===== config.mk =====
export PLATFORM = sky130hd
export DESIGN_NAME = dtp_bram_reader
export DESIGN_NICKNAME = d
export VERILOG_FILES = /design/src/rtl/dtp_bram_pkg.sv /design/src/rtl/dtp_bram_rd_fifo.sv /design/src/rtl/dtp_bram_reader.sv
export SDC_FILE = /design/constraint.sdc
export NUM_CORES = 1
export LEC_CHECK = 0
export BUFFER_PORTS_ARGS = -buffer_cell sky130_fd_sc_hd__buf_2
export CAP_MARGIN = 25
export CORE_ASPECT_RATIO = 0.5
export CORE_MARGIN = 3
export CORE_UTILIZATION = 50
export CTS_BUF_LIST = sky130_fd_sc_hd__clkbuf_8
export CTS_CLUSTER_DIAMETER = 120
export DETAILED_ROUTE_END_ITERATION = 12
export GPL_ROUTABILITY_DRIVEN = 1
export PLACE_DENSITY_LB_ADDON = 0.25
export REMOVE_ABC_BUFFERS = 1
export SLEW_MARGIN = 20
export SYNTH_ARGS = -nofsm -noshare
export SYNTH_HDL_FRONTEND = slang
export SYNTH_SLANG_ARGS = --single-unit

===== constraint.sdc =====
create_clock -name bram_clk -period 4.1 [get_ports bram_clk]
set_input_delay 0.615 -clock bram_clk [delete_from_list [all_inputs] [get_ports bram_clk]]
set_output_delay 0.615 -clock bram_clk [all_outputs]
set_load 0.005 [all_outputs]

===== src/rtl/dtp_bram_pkg.sv =====
// Shared constants and types for the BRAM stream reader.
package dtp_bram_pkg;

    localparam int DTP_BRAM_AWIDTH     = 14;
    localparam int DTP_BRAM_DWIDTH     = 32;
    // Word address to byte address: two low zero bits (32-bit words).
    localparam int DTP_BRAM_BYTE_SHIFT = 2;

    typedef enum logic [1:0] {
        IDLE  = 2'd0,
        ISSUE = 2'd1,
        DRAIN = 2'd2
    } dtp_bram_state_e;

endpackage


===== src/rtl/dtp_bram_rd_fifo.sv =====
// Synchronous FIFO buffering BRAM read data in front of the output stream.
// A read and a write in the same cycle both take effect, even when full.
// Read data is forced to zero while empty so the stream data is clean.
module dtp_bram_rd_fifo #(
    parameter int DWIDTH = 32,
    parameter int DEPTH  = 4
) (
    input  logic                     clk,
    input  logic                     rst_n,
    input  logic                     wr_en,
    input  logic [DWIDTH-1:0]        wr_data,
    input  logic                     rd_en,
    output logic [DWIDTH-1:0]        rd_data,
    output logic                     full,
    output logic                     empty,
    output logic [$clog2(DEPTH):0]   count
);

    localparam int PW = $clog2(DEPTH);

    logic [DWIDTH-1:0] mem [DEPTH];
    logic [PW:0]       wr_ptr;
    logic [PW:0]       rd_ptr;
    logic              wr_fire;
    logic              rd_fire;

    // Pointers carry one extra wrap bit to tell full from empty.
    assign empty   = (wr_ptr == rd_ptr);
    assign full    = (wr_ptr[PW] != rd_ptr[PW]) && (wr_ptr[PW-1:0] == rd_ptr[PW-1:0]);
    assign count   = wr_ptr - rd_ptr;
    assign rd_fire = rd_en && !empty;
    assign wr_fire = wr_en && (!full || rd_en);
    assign rd_data = empty ? '0 : mem[rd_ptr[PW-1:0]];

    // Pointer update; reset empties the FIFO.
    always_ff @(posedge clk or negedge rst_n) begin
        if (!rst_n) begin
            wr_ptr <= '0;
            rd_ptr <= '0;
        end else begin
            if (wr_fire) wr_ptr <= wr_ptr + 1'b1;
            if (rd_fire) rd_ptr <= rd_ptr + 1'b1;
        end
    end

    // Storage write; contents need no reset since empty masks them.
    always_ff @(posedge clk) begin
        if (wr_fire) mem[wr_ptr[PW-1:0]] <= wr_data;
    end

endmodule


===== src/rtl/dtp_bram_reader.sv =====
// Reads len consecutive 32-bit words from a BRAM starting at base_addr and
// streams them out on a valid/ready interface with m_last on the final word.
// Reads are credit-limited so that in-flight reads plus buffered words never
// exceed the FIFO depth.
// Optional macro DTP_BRAM_READER_STATS_EN enables the backpressure counter
// stall_cnt; without it stall_cnt is tied to zero.
//
// Stream handshake: a word transfers in a cycle where m_valid and m_ready
// are both high; while m_valid=1 and m_ready=0, m_data/m_valid/m_last hold.
module dtp_bram_reader
    import dtp_bram_pkg::*;
#(
    parameter int AWIDTH     = DTP_BRAM_AWIDTH,
    parameter int DWIDTH     = DTP_BRAM_DWIDTH,
    parameter int RD_LATENCY = 2,
    parameter int FIFO_DEPTH = 4
) (
    input  logic                                bram_clk,
    input  logic                                bram_rstn,
    input  logic                                start_valid,
    output logic                                start_ready,
    input  logic [AWIDTH-1:0]                   base_addr,
    input  logic [AWIDTH:0]                     len,
    output logic                                busy,
    output logic                                done,
    output logic [DWIDTH-1:0]                   m_data,
    output logic                                m_valid,
    input  logic                                m_ready,
    output logic                                m_last,
    output logic                                bram_en,
    output logic [3:0]                          bram_we,
    output logic [DWIDTH-1:0]                   bram_din,
    output logic [AWIDTH+DTP_BRAM_BYTE_SHIFT-1:0] bram_addr,
    input  logic [DWIDTH-1:0]                   bram_dout,
    output logic [31:0]                         stall_cnt
);

    localparam int CW = $clog2(FIFO_DEPTH) + 1;

    dtp_bram_state_e     state_q, state_d;
    logic [AWIDTH-1:0]   addr_q;
    logic [AWIDTH:0]     rem_q;
    logic [AWIDTH:0]     out_rem_q;
    logic [RD_LATENCY-1:0] vld_q;
    logic                zero_done_q;
    logic [CW-1:0]       inflight;
    logic [CW-1:0]       fifo_count;
    logic [CW:0]         credit_sum;
    logic                fifo_full;
    logic                fifo_empty;
    logic                credit_ok;
    logic                start_fire;
    logic                pop;

    assign bram_we    = '0;
    assign bram_din   = '0;
    assign bram_addr  = {addr_q, {DTP_BRAM_BYTE_SHIFT{1'b0}}};
    assign busy       = (state_q != IDLE);
    assign start_fire = start_valid && start_ready;
    assign m_valid    = !fifo_empty;
    assign pop        = m_valid && m_ready;
    assign m_last     = m_valid && (out_rem_q == (AWIDTH+1)'(1));
    assign credit_sum = {1'b0, inflight} + {1'b0, fifo_count};
    // A full FIFO already exhausts the credit; the flag is a direct guard.
    assign credit_ok  = !fifo_full && (credit_sum < (CW+1)'(FIFO_DEPTH));

    // Count reads still travelling through the BRAM latency pipe.
    always_comb begin
        inflight = '0;
        for (int i = 0; i < RD_LATENCY; i++) begin
            inflight = inflight + CW'(vld_q[i]);
        end
    end

    // Next-state and command outputs.
    always_comb begin
        state_d     = state_q;
        start_ready = 1'b0;
        bram_en     = 1'b0;
        done        = zero_done_q;
        case (state_q)
            IDLE: begin
                start_ready = 1'b1;
                if (start_valid && (len != '0)) state_d = ISSUE;
            end
            ISSUE: begin
                bram_en = credit_ok;
                if (credit_ok && (rem_q == (AWIDTH+1)'(1))) state_d = DRAIN;
            end
            DRAIN: begin
                if (pop && m_last) begin
                    done    = 1'b1;
                    state_d = IDLE;
                end
            end
            default: state_d = IDLE;
        endcase
    end

    // State, address and word counters.
    always_ff @(posedge bram_clk or negedge bram_rstn) begin
        if (!bram_rstn) begin
            state_q     <= IDLE;
            addr_q      <= '0;
            rem_q       <= '0;
            out_rem_q   <= '0;
            zero_done_q <= 1'b0;
        end else begin
            state_q     <= state_d;
            zero_done_q <= start_fire && (len == '0);
            if (start_fire) begin
                addr_q    <= base_addr;
                rem_q     <= len;
                out_rem_q <= len;
            end else begin
                if (bram_en) begin
                    addr_q <= addr_q + AWIDTH'(1);
                    rem_q  <= rem_q - (AWIDTH+1)'(1);
                end
                if (pop) out_rem_q <= out_rem_q - (AWIDTH+1)'(1);
            end
        end
    end

    // Latency pipe: the tail bit marks the cycle bram_dout holds a requested word.
    always_ff @(posedge bram_clk or negedge bram_rstn) begin
        if (!bram_rstn) begin
            vld_q <= '0;
        end else begin
            vld_q[0] <= bram_en;
            for (int i = 1; i < RD_LATENCY; i++) begin
                vld_q[i] <= vld_q[i-1];
            end
        end
    end

    dtp_bram_rd_fifo #(
        .DWIDTH (DWIDTH),
        .DEPTH  (FIFO_DEPTH)
    ) u_fifo (
        .clk     (bram_clk),
        .rst_n   (bram_rstn),
        .wr_en   (vld_q[RD_LATENCY-1]),
        .wr_data (bram_dout),
        .rd_en   (pop),
        .rd_data (m_data),
        .full    (fifo_full),
        .empty   (fifo_empty),
        .count   (fifo_count)
    );

`ifdef DTP_BRAM_READER_STATS_EN
    logic [31:0] stall_q;

    // Saturating count of cycles where a word waits on m_ready.
    always_ff @(posedge bram_clk or negedge bram_rstn) begin
        if (!bram_rstn) begin
            stall_q <= '0;
        end else if (start_fire) begin
            stall_q <= '0;
        end else if (m_valid && !m_ready && (stall_q != 32'hFFFF_FFFF)) begin
            stall_q <= stall_q + 32'd1;
        end
    end

    assign stall_cnt = stall_q;
`else
    assign stall_cnt = '0;
`endif

endmodule


==> results of run 1 <==
-- routing by layer --
layer  wire length, um  vias to the layer above  global-route usage (%)
met5                 0                        -                       0
li1                  -                     2362                       -
met3               855                       14                    3.59
met1              7370                     2483                    24.4
met2              7710                      150                    29.3
met4               158                        0                    4.09
-- stage by stage --
step	std cells	total power [mW]	area [um^2]
final	958	6.94	9420
after global routing	958	7.48	9420
after CTS	958	7.04	9420
after detailed placement	926	5.87	9030
after global placement	926	5.83	9030
after floorplan	581	4.76	8100
-- final cells by class --
class,count,share of cell area (%)
clock inverters,15,1.62
clock buffers,17,2.48
repair buffers,124,6.80
well taps,221,2.94
multi-input cells,381,30.0
flip-flops and latches,183,55.4
inverters,17,0.677
-- cells in the final DEF (no fill, tap or decap), types with 12 or more instances in the layout --
cell        n
xnor2_1    20
nor4_1     14
o211ai_1   12
ha_1       14
clkbuf_8   17
nand2_1    34
dfrtp_1    53
nor2_1     20
edfxtp_1  128
conb_1     70
buf_2     116
nor2b_1    34
nor3_1     18
inv_1      18
o21ai_0    26
mux4_2     32
-- cell families (layout without fill, tap and decap cells) --
| family | count (synthesis) | in the layout | synth area share [%] |
|---|---|---|---|
| flip-flops | 183 | 183 | 61.8 |
| adder cells (fa/ha/maj) | 15 | 15 | 2.31 |
| multiplexers | 35 | 35 | 8.91 |
| AO/OA/AOI/OAI | 75 | 75 | 6.08 |
| buffers and inverters | 109 | 173 | 7.99 |
| other | 1 | 70 | 0.0444 |
| XOR/XNOR | 23 | 23 | 2.47 |
| AND/OR/NAND/NOR | 163 | 163 | 10.4 |
-- power breakdown --
| group | switching, mW | internal [mW] |
|---|---|---|
| Sequential | 0.311 | 2.55 |
| Clock | 0.705 | 0.457 |
| Combinational | 1.60 | 1.31 |
-- worst max-delay path: cells and delay by family (launching register included) --
kind | cells | cell delay, ns
simple gates | 3 | 0.43
fa+ha+maj | 3 | 0.88
buf+inv | 5 | 0.69
flops | 1 | 0.41
-- worst max path at each step --
stage                                 from          to  slack [ns]  depth (start not counted)
after floorplan           u_fifo.rd_ptr[0]     bram_en       -0.13                          8
after global placement    u_fifo.wr_ptr[0]  addr_q[12]        1.12                         10
after detailed placement  u_fifo.wr_ptr[0]   addr_q[4]        1.03                         10
after CTS                 u_fifo.wr_ptr[0]     bram_en        0.60                         11
after global routing      u_fifo.wr_ptr[0]     bram_en        0.40                         11
final                     u_fifo.wr_ptr[0]     bram_en        0.66                         11
-- sequential cells by signal, summed over array words and instances (netlist names) --
signal / flops
vld_q: 2
rem_q: 15
addr_q: 14
u_fifo.wr_ptr: 3
zero_done_q: 1
state_q: 2
u_fifo.rd_ptr: 3
out_rem_q: 15
u_fifo.mem: 128
==> out/results.md, run 1 <==
| Stage | Parameter | Value |
|:---|:---|:---|
| global routing | Leftover overflow at the end of global routing | 0 |
| flow run | Reported max-cap violation count | 0 |
| clocking | Maximum level of the CTS H-tree | 4 |
| critical path | Highest net fanout along the worst path | 7 |
| global routing | Wire length of the first global-routing pass | 25.8 mm |
| pwr | Power per unit of standard cell area | 737 mW/mm^2 |
| global routing | Vias in the first global route | 4892 |
| final layout | Final core area utilization | 59.0% |
| yosys | Sequential cell area fraction in the yosys report | 61.8% |
| sta | Final clock period utilization by the worst path | 83.9% |
| global routing | Total routing resource utilization after global routing | 17.6% |
| route | Routed length per instance | 16.8 um |
| sta | RSZ-0062 raised after global routing | no |
| final layout | Count of inserted antenna diode cells | 0 |
| worst hold path | Class of the tightest hold or removal check | in -> async |
| clocking | Number of buffers on the longest clock path | 2 |
| final layout | Layout cell share with drive strength beyond 1 | 27.8% |
| floorplan | IO Pins | 187 |
| sta | Final setup fails | 0 |
| floorplan | Row count | 32 |
| clocking | Number of buffers inserted by post-CTS setup repair | 0 |
| final layout | Flip-flop and latch area | 0.00522 mm^2 |
| yosys | Synth Warn # | 0 |
| critical path | Type of the worst setup path | reg -> out |
| yosys | Cell taking the most area after synthesis | edfxtp_1 |
| critical path | Crit path required time | 3.48 ns |
| route | Ratio of routed vias to standard cells | 5.23 |
| yosys | Synth Register Bits | 183 |
| critical path | Worst-path cell with the longest stage delay | fa_1 |
| clocking | Number of buffers created by CTS | 17 |
| route | DR vias | 5009 |
| clocking | Hold_buf cts | 0 |
| final layout | Net total in the final layout | 804 |
| yosys | Top FF cell, synth | edfxtp_1 |
| clocking | Later-pin clock latency in the skew report | 0.44 ns |
| global routing | Maximum number of pins on one net before global-route repair | 51 |
| global routing | Number of antenna violations at the first check in global routing | 0 |
| sta | Hold_ws | 0.259 ns |
| floorplan | Die extent in x | 190 um |
| yosys | Synth cell count leaders | edfxtp_1, buf_4, dfrtp_1 |
| route | Residual antenna-violating net count after detailed routing | 0 |
| sta | Number of pins with negative max-slew slack in the final report | 0 |
| critical path | Arrival time at the worst endpoint | 2.83 ns |
| yosys | Average footprint of a synthesized cell | 14.0 um^2 |
| floorplan | Initial cell density of the core | 52.9% |
| yosys | Cell with the most instances after synthesis | edfxtp_1 |
| pwr | Largest vdd supply drop | 0.000340 V |
| yosys | EDFF count, synth | 128 |
| clocking | Number of sinks on the clock net | 183 |
| critical path | Highest cell delay on the worst timing path | 0.44 ns |
| final layout | Layout overhead on the synthesized area | 11.4% |
| yosys | Number of distinct standard cells referenced by the synthesized netlist | 53 |
| sta | Crit path setup slack, layout | 0.659 ns |
| sta | Min cycle time layout | 3.44 ns |
| yosys | Main area contributors after synthesis | edfxtp_1, dfrtp_1, mux4_2, buf_4, nor2b_1 |
| clocking | Root Buffer Master | clkbuf_8 |
| critical path | Crit-path cells | inv_1, ha_1, inv_1, fa_1, ha_1, and3b_1, nor3_1, buf_4, nand2_1, inv_1, buf_2 |
| route | DR iter-0 viols | 354 |
| place | Routability Congestion | 0.832 |
| yosys | Top-area cell type share of the netlist area | 45.5% |
| place | Number of buffers inserted by port buffering | 116 |
| clocking | Clock Pin Slew Worst Setup and Hold Paths | 0.11 ns |
| floorplan | Die H | 97.9 um |
| critical path | Register-to-register setup slack | 1.06 ns |
| final layout | Fillers | 1282 |
| place | Setup Slack @ Placement | 1.03 ns |
| yosys | Total standard cell area after synthesis | 0.00845 mm^2 |
| route | Detailed Route WL | 16.1 mm |
| clocking | Resized Gates After CTS | 0 |
| sta | Final hold violation count | 0 |
| critical path | Worst reg2reg startpoint | u_fifo.wr_ptr[0] |
| sta | Tightest slew margin relative to the limit | 39.1% |
| floorplan | Die Footprint | 0.0186 mm^2 |
| critical path | Depth of the worst register-to-register path | 10 |
| sta | Fmax | 291 MHz |
| route | DR DRC count | 0 |
| critical path | Worst reg2reg path endpoint | addr_q[4] |
| yosys | Proportion of register bits with asynchronous set or reset after synthesis | 30.1% |
| sta | Accumulated negative setup slack | 0 ns |
| route | Router iterations before antenna repair | 4 |
| pwr | Pleak | 3.60 nW |
| critical path | Kind of capture point of the worst setup path | output pin |
| critical path | Startpoint type of the worst setup path | flop |
| status | Result of the run | complete, no violations |
| yosys | Number of instances in the synthesized netlist | 604 |
| critical path | Library cell appearing most often on the critical path | inv_1 |
| floorplan | Placeable Area | 0.0160 mm^2 |
| final layout | Multi-input logic area | 0.00283 mm^2 |
| sta | Slew at the pin closest to its max-slew limit | 0.888 ns |
| sta | Worst Skew | 0.0274 ns |
| clocking | CTS tree | done |
| place | HPWL after detailed placement | 10.4 mm |
Note: power is estimated with default switching activity, not from simulation.
==> run 2: changes to the inputs <==
--- a/config.mk
+++ b/config.mk
@@ -5,6 +5,7 @@
 export SDC_FILE = /design/constraint.sdc
 export NUM_CORES = 1
 export LEC_CHECK = 0
+export ABC_AREA = 1
 export BUFFER_PORTS_ARGS = -buffer_cell sky130_fd_sc_hd__buf_2
 export CAP_MARGIN = 25
 export CORE_ASPECT_RATIO = 0.5
==> constraint.sdc (replaced) <==
create_clock -name bram_clk -period 2.8 [get_ports bram_clk]
set_input_delay 0.42 -clock bram_clk [delete_from_list [all_inputs] [get_ports bram_clk]]
set_output_delay 0.42 -clock bram_clk [all_outputs]
set_load 0.005 [all_outputs]
==> run 2 against run 1 <==
Effect of this change:
- the flow now finishes with violations (setup timing)
- register-to-register slack got worse by 0.74 ns
- sequential power increased by 41%
- synthesized cell count is 67% higher
- count of clock-buffer cells in the layout is the same
- clock power increased by 49%
- setup slack lost 0.71 ns
- sequential cell count unchanged
- via count rose by 38%
- hold slack lost 0.095 ns
- core utilization down 0.53 points
- cell count rose by 43%
- clock skew down 0.0092 ns
- largest power group unchanged
==> out/results.md, run 2 <==
| Stage | Parameter | Value | Change |
|:---|:---|:---|:---|
| critical path | Type of the worst setup path | reg -> out |  |
| yosys | Number of distinct standard cells referenced by the synthesized netlist | 41 | -23% |
| status | Result of the run | finished, violations left |  |
| pwr | Largest vdd supply drop | 0.000641 V | +89% |
| critical path | Depth of the worst register-to-register path | 14 | +4 |
| final layout | Most frequent cells in the layout | nor2_1, nand2_1, edfxtp_1, buf_2, nand3_1 |  |
| route | DR iter-0 viols | 401 | +13% |
| route | Residual antenna-violating net count after detailed routing | 0 | unchanged |
| clocking | Number of buffers created by CTS | 17 | unchanged |
| floorplan | IO Pins | 187 | unchanged |
| final layout | Most common library cell in the layout ignoring fill and taps | nor2_1 |  |
| sta | Final hold violation count | 0 | unchanged |
| worst hold path | Launch point of the worst hold path | bram_dout[8] |  |
| yosys | Average footprint of a synthesized cell | 9.32 um^2 | -33% |
| global routing | Met2 track demand over resource in global routing | 36.9% | +7.6 points |
| critical path | Crit path required time | 2.38 ns | -1.10 ns |
| pwr | Net Sw Power | 5.07 mW | +94% |
| yosys | Top-area cell type share of the netlist area | 41.0% | -4.5 points |
| sta | Accumulated negative setup slack | -0.0532 ns | -0.0532 ns |
| yosys | Cell taking the most area after synthesis | edfxtp_1 |  |
| route | Detailed Route WL | 20.9 mm | +30% |
| pwr | Internal power | 6.37 mW | +48% |
| route | DR DRC count | 0 | unchanged |
| place | Number of buffers inserted by port buffering | 116 | unchanged |
| final layout | Final core area utilization | 58.4% | -0.53 points |
| pwr | Total chip power | 11.4 mW | +65% |
| pwr | Share of power burned in combinational logic | 49.6% | +7.6 points |
| global routing | Maximum number of pins on one net before global-route repair | 67 | +31% |
| critical path | Highest net fanout along the worst path | 3 | -4 |
| critical path | Launch point of the critical path | u_fifo.wr_ptr[0] |  |
| clocking | Clock Pin Slew Worst Setup and Hold Paths | 0.11 ns | about the same |
| clocking | Maximum level of the CTS H-tree | 4 | unchanged |
| route | Ratio of routed vias to standard cells | 5.04 | -3.6% |
| global routing | Wire length of the first global-routing pass | 33.3 mm | +29% |
| floorplan | Row count | 34 | +6.3% |
| floorplan | Initial cell density of the core | 52.5% | -0.43 points |
| sta | Min cycle time layout | 2.85 ns |  |
| critical path | Worst reg2reg path endpoint | addr_q[13] |  |
| place | Routability Congestion | 0.868 | +4.3% |
| clocking | CTS tree | done |  |
| sta | RSZ-0062 raised after global routing | yes |  |
| pwr | Pleak | 4.63 nW | +28% |
| pwr | Switching share of total power | 44.3% | +6.6 points |
| global routing | Number of antenna violations at the first check in global routing | 0 | unchanged |
| critical path | Kind of capture point of the worst setup path | output pin |  |
| yosys | Proportion of register bits with asynchronous set or reset after synthesis | 30.1% | unchanged |
| global routing | Met3 usage | 3.98% | +0.40 points |
| final layout | Final cell count without fillers | 1373 | +43% |
| pwr | Portion of total power attributed to the clock network | 15.1% | -1.6 points |
| global routing | Leftover overflow at the end of global routing | 0 | unchanged |
| worst hold path | Class of the tightest hold or removal check | in -> reg |  |
| yosys | Synth Warn # | 0 | unchanged |
| floorplan | Placeable Area | 0.0179 mm^2 | +12% |
| status | Violations in the final reports | setup timing |  |
| clocking | Number of buffers on the longest clock path | 2 | unchanged |
| place | Setup Slack @ Placement | 0.289 ns | -0.737 ns |
| critical path | Startpoint type of the worst setup path | flop |  |
| yosys | Cell with the most instances after synthesis | nor2_1 |  |
| yosys | Top FF cell, synth | edfxtp_1 |  |
| yosys | Sequential cell area fraction in the yosys report | 55.7% | -6.1 points |
| final layout | Count of inserted antenna diode cells | 0 | unchanged |
| route | Router iterations before antenna repair | 5 | +1 |
| final layout | Layout cell share with drive strength beyond 1 | 19.3% | -8.5 points |
| route | Routed length per instance | 15.2 um | -9.6% |
| final layout | Fillers | 1588 | +24% |
| critical path | Register-to-register setup slack | 0.32 ns | -0.74 ns |
| sta | Crit path setup slack, layout | -0.0532 ns | -0.712 ns |
| pwr | Power per unit of standard cell area | 1100 mW/mm^2 | +49% |
| sta | Tightest slew margin relative to the limit | 59.2% | +20 points |
| sta | Final clock period utilization by the worst path | 102% |  |
| sta | Slew at the pin closest to its max-slew limit | 0.610 ns | -0.277 ns |
| global routing | Busiest grt layer | met2 |  |
| flow run | Reported max-cap violation count | 0 | unchanged |
| worst hold path | Cell depth of the worst hold path | 1 |  |
| global routing | Total routing resource utilization after global routing | 20.7% | +3.0 points |
| sta | Worst Skew | 0.0181 ns | -0.00924 ns |
| yosys | Total standard cell area after synthesis | 0.00938 mm^2 | +11% |
| critical path | Arrival time at the worst endpoint | 2.43 ns | -0.40 ns |
| floorplan | Die H | 103 um | +5.0% |
| sta | Fmax | 350 MHz |  |
| final layout | Net total in the final layout | 1206 | +50% |
| yosys | Synth Register Bits | 183 | unchanged |
| global routing | Vias in the first global route | 6615 | +35% |
| place | Placed Cells | 1337 | +44% |
| worst hold path | WHS Endpoint | u_fifo.mem[1][8] |  |
| yosys | Number of instances in the synthesized netlist | 1006 | +67% |
| yosys | Main area contributors after synthesis | edfxtp_1, dfrtp_1, nor2_1, nand2_1, buf_4 |  |
| place | HPWL after detailed placement | 14.0 mm | +35% |
| clocking | Number of sinks on the clock net | 183 | unchanged |
| yosys | EDFF count, synth | 128 | unchanged |
| floorplan | Die Footprint | 0.0205 mm^2 | +10% |
| clocking | Root Buffer Master | clkbuf_8 |  |
| floorplan | Die extent in x | 200 um | +5.2% |
| critical path | Worst reg2reg startpoint | u_fifo.wr_ptr[0] |  |
| global routing | Global Route met1 Usage | 27.3% | +2.9 points |
| final layout | Number of flip-flops in the largest register | 128 | unchanged |
| final layout | Layout overhead on the synthesized area | 11.3% | about the same |
| sta | Final setup fails | 1 | +1 |
| yosys | Synth cell count leaders | nor2_1, nand2_1, edfxtp_1 |  |
| route | DR vias | 6919 | +38% |
| clocking | Later-pin clock latency in the skew report | 0.46 ns | +0.02 ns |
| sta | Number of pins with negative max-slew slack in the final report | 0 | unchanged |
| pwr | Power share of the sequential group | 35.3% | -6.0 points |
## run 2: worst max-delay path by stage
stage                     cells past startpoint                to  slack (ns)
final                                        11           bram_en       -0.05
after global routing                         11           bram_en       -0.21
after CTS                                    11           bram_en       -0.09
after detailed placement                     11           bram_en        0.29
after global placement                       11           bram_en        0.35
after floorplan                               6  u_fifo.mem[3][0]       -1.13
## run 2: cell families after synthesis
family	count (synthesis)	share of synthesized area, %
flip-flops	183	55.7
XOR/XNOR	18	1.68
AO/OA/AOI/OAI	120	6.74
buffers and inverters	176	10.4
AND/OR/NAND/NOR	493	23.4
adder cells (fa/ha/maj)	15	2.08
other	1	0.0400
## run 2: layer usage
layer	wire length [um]	part of all wire [%]
met1	9110	44
met2	10600	51
met3	1130	5.4
met4	63	0.30
met5	0	0
## run 2: cell type report
type                       instances  area, um^2  share of cell area (%)
clock buffer                      17         234                    2.24
clock inverter                    15         150                    1.44
inverter                          68         255                    2.44
multi-input combinational        716        3480                    33.3
sequential                       183        5220                    50.0
tap                              234         293                    2.80
timing repair buffer             140         811                    7.77
## run 2: worst max-delay path, stage by stage (launching register included)
cell and delay, ns:
dfrtp_1 0.41, inv_2 0.07, ha_1 0.13, inv_1 0.05, fa_1 0.46, ha_1 0.29, nand3_1 0.08, nand2_1 0.07
inv_2 0.08, nand3_4 0.10, nor2_8 0.13, buf_6 0.11
## run 2: metrics by stage
stage          hold WS (ns)  instance area, um^2
6_report              0.164                10400
3_3_place_gp          0.373                10000
2_1_floorplan         0.124                 8920
5_1_grt               0.131                10400
4_1_cts               0.138                10400
3_5_place_dp          0.385                10000
## run 2: power by group through the flow
stage          clock network (mW)  registers (mW)  logic (mW)
2_1_floorplan                   0            4.15        3.49
3_3_place_gp                    0            4.07        5.51
3_5_place_dp                    0            4.09        5.67
4_1_cts                      1.78            4.04        5.76
5_1_grt                      1.89            4.12        6.44
6_report                     1.73            4.04        5.67
## run 2: what timing repair did
item	4_1_cts	5_1_grt
hold buffers	1	0
endpoints found under the setup margin	1	10
resized for setup	2	1
cloned	0	0
hold endpoints to repair	21	0
setup buffers	3	0
==> run 3: changes to the inputs <==
--- a/config.mk
+++ b/config.mk
@@ -11,7 +11,6 @@
 export CORE_ASPECT_RATIO = 0.5
 export CORE_MARGIN = 3
 export CORE_UTILIZATION = 50
-export CTS_BUF_LIST = sky130_fd_sc_hd__clkbuf_8
 export CTS_CLUSTER_DIAMETER = 120
 export DETAILED_ROUTE_END_ITERATION = 12
 export GPL_ROUTABILITY_DRIVEN = 1
==> constraint.sdc (replaced) <==
create_clock -name bram_clk -period 3.65 [get_ports bram_clk]
set_input_delay 0.5475 -clock bram_clk [delete_from_list [all_inputs] [get_ports bram_clk]]
set_output_delay 0.5475 -clock bram_clk [all_outputs]
set_load 0.005 [all_outputs]
==> run 3 against run 2 <==
Effect of this change:
- the flow now finishes without violations
- sequential share of layout area decreased by 0.62 points
- count of clock-buffer cells in the layout increased by 1
- sequential power decreased by 23%
- setup slack improved by 0.66 ns
- non-clock buffer count decreased by 11
- wire length decreased by 3.2%
- clock power increased by 5%
- global-route usage decreased by 0.85 points
- cell area increased by 1.2%
- total power decreased by 20%
- critical endpoint unchanged
- highest routed layer is now met5
==> out/results.md, run 3 (synthesis gave the netlist of run 2 again) <==
| Stage | Parameter | Value | Change |
|:---|:---|:---|:---|
| critical path | Type of the worst setup path | reg -> out |  |
| global routing | Met2 track demand over resource in global routing | 33.4% | -3.4 points |
| final layout | Most common library cell in the layout ignoring fill and taps | nor2_1 |  |
| place | Routability Congestion | 0.869 | +0.10% |
| clocking | Maximum level of the CTS H-tree | 4 | unchanged |
| sta | Crit path setup slack, layout | 0.612 ns | +0.665 ns |
| floorplan | Die H | 103 um | unchanged |
| clocking | Hold_buf cts | 0 | -1 |
| global routing | Number of antenna violations at the first check in global routing | 2 | +2 |
| final layout | Net total in the final layout | 1195 | -0.91% |
| final layout | Final design area excluding fillers | 0.0106 mm^2 | +1.2% |
| status | Result of the run | complete, no violations |  |
| place | Placed Cells | 1328 | -0.67% |
| critical path | Kind of capture point of the worst setup path | output pin |  |
| critical path | Highest net fanout along the worst path | 4 | +1 |
| critical path | Crit path required time | 3.10 ns | +0.72 ns |
| global routing | Met3 usage | 3.46% | -0.52 points |
| floorplan | IO Pins | 187 | unchanged |
| sta | Number of pins with negative max-slew slack in the final report | 0 | unchanged |
| place | Setup Slack @ Placement | 1.05 ns | +0.758 ns |
| place | HPWL after detailed placement | 13.3 mm | -5.3% |
| sta | Worst Skew | 0.0165 ns | -0.00159 ns |
| sta | Slew at the pin closest to its max-slew limit | 0.710 ns | +0.0997 ns |
| worst hold path | Class of the tightest hold or removal check | in -> async |  |
| clocking | Number of sinks on the clock net | 183 | unchanged |
| global routing | Leftover overflow at the end of global routing | 0 | unchanged |
| sta | RSZ-0062 raised after global routing | no |  |
| sta | Final setup fails | 0 | -1 |
| global routing | Global Route met1 Usage | 27.2% | -0.058 points |
| clocking | Root Buffer Master | clkbuf_16 |  |
| route | Residual antenna-violating net count after detailed routing | 0 | unchanged |
| sta | Fmax | 329 MHz |  |
| pwr | Power per unit of standard cell area | 863 mW/mm^2 | -21% |
| global routing | Total routing resource utilization after global routing | 19.8% | -0.85 points |
| final layout | Layout overhead on the synthesized area | 12.7% |  |
| final layout | Most frequent cells in the layout | nor2_1, nand2_1, edfxtp_1, buf_2, nand3_1 |  |
| place | Total cell area at the placement stage | 0.00993 mm^2 | -0.85% |
| route | DR iter-0 viols | 411 | +2.5% |
| floorplan | Die Footprint | 0.0205 mm^2 | unchanged |
| critical path | Arrival time at the worst endpoint | 2.49 ns | +0.06 ns |
| final layout | Final cell count without fillers | 1363 | -0.73% |
| critical path | Startpoint type of the worst setup path | flop |  |
| clocking | Number of buffers created by CTS | 17 | unchanged |
| route | Ratio of routed vias to standard cells | 5.02 | -0.36% |
| sta | Accumulated negative setup slack | 0 ns | +0.0532 ns |
| pwr | Pleak | 4.65 nW | +0.58% |
| final layout | Number of flip-flops in the largest register | 128 | unchanged |
| route | DR DRC count | 0 | unchanged |
| sta | Final clock period utilization by the worst path | 83.2% |  |
| final layout | Final core area utilization | 59.2% | +0.73 points |
| global routing | Maximum number of pins on one net before global-route repair | 66 | -1.5% |
| floorplan | Placeable Area | 0.0179 mm^2 | unchanged |
| clocking | Later-pin clock latency in the skew report | 0.43 ns | -0.03 ns |
| clocking | Clock Pin Slew Worst Setup and Hold Paths | 0.08 ns | -0.03 ns |
| clocking | Resized Gates After CTS | 0 | -2 |
| clocking | CTS tree | done |  |
| floorplan | Die extent in x | 200 um | unchanged |
| route | Routed length per instance | 14.8 um | -2.5% |
| clocking | Number of buffers on the longest clock path | 2 | unchanged |
| global routing | Vias in the first global route | 6190 | -6.4% |
| final layout | Layout cell share with drive strength beyond 1 | 18.5% | -0.79 points |
| route | Detailed Route WL | 20.2 mm | -3.2% |
| route | DR vias | 6844 | -1.1% |
| sta | Final hold violation count | 0 | unchanged |
| global routing | Wire length of the first global-routing pass | 31.9 mm | -4.3% |
| place | Number of buffers inserted by port buffering | 116 | unchanged |
| sta | Tightest slew margin relative to the limit | 52.6% | -6.7 points |
| clocking | Number of buffers inserted by post-CTS setup repair | 0 | -3 |
| flow run | Reported max-cap violation count | 0 | unchanged |
| route | Router iterations before antenna repair | 5 | unchanged |
| floorplan | Initial cell density of the core | 52.5% | unchanged |
| pwr | Largest vdd supply drop | 0.000532 V | -17% |
| global routing | Busiest grt layer | met2 |  |
| sta | Min cycle time layout | 3.04 ns |  |
| floorplan | Row count | 34 | unchanged |
==> run 3: routing by layer <==
metal  wire, um  share of wire (%)
met2       9900                 49
met1       8930                 44
met5         18              0.089
met4        205                1.0
met3       1150                5.7
==> run 3: cell type report <==
cell class	count	area, um^2
clock inverters	14	163
well taps	234	293
flip-flops and latches	183	5220
multi-input cells	716	3480
diodes	1	2.50
repair buffers	129	731
clock buffers	18	429
inverters	68	255
fillers	1530	7300
==> run 3: per-stage QoR <==
stage | hold slack, ns | power, mW
3_3_place_gp | 0.373 | 7.25
2_1_floorplan | 0.252 | 5.86
6_report | 0.0700 | 9.12
5_1_grt | 0.0945 | 9.89
3_5_place_dp | 0.386 | 7.36
4_1_cts | 0.0771 | 9.19
==> run 3: critical path: stages (launching register included) <==
cell and delay, ns:
dfrtp_1 0.40, inv_1 0.15, ha_1 0.17, inv_1 0.04, fa_1 0.44, ha_1 0.28, nand3_1 0.08, nand2_1 0.06
inv_2 0.09, nand3_4 0.11, nor2_8 0.12, buf_2 0.12
==> run 3: final timing paths <==
| kind | from | endpoint | slack, ns | cells after the start |
|---|---|---|---|---|
| worst min-delay path | bram_rstn | u_fifo.wr_ptr[2] | 0.07 | 1 |
| worst max register to register | u_fifo.wr_ptr[0] | addr_q[4] | 1.03 | 12 |
| worst max-delay path | u_fifo.wr_ptr[0] | bram_en | 0.61 | 11 |
| max in group asynchronous | bram_rstn | rem_q[6] | 2.72 | 2 |
| min in group bram_clk | bram_dout[28] | u_fifo.mem[3][28] | 0.32 | 1 |
| worst min register to register | vld_q[0] | vld_q[1] | 0.40 | 0 |
==> run 3: report_power, final <==
part | total [mW] | switching (mW) | internal, mW
logic | 4.20 | 2.72 | 1.48
registers | 3.10 | 0.309 | 2.79
clock network | 1.82 | 0.847 | 0.973
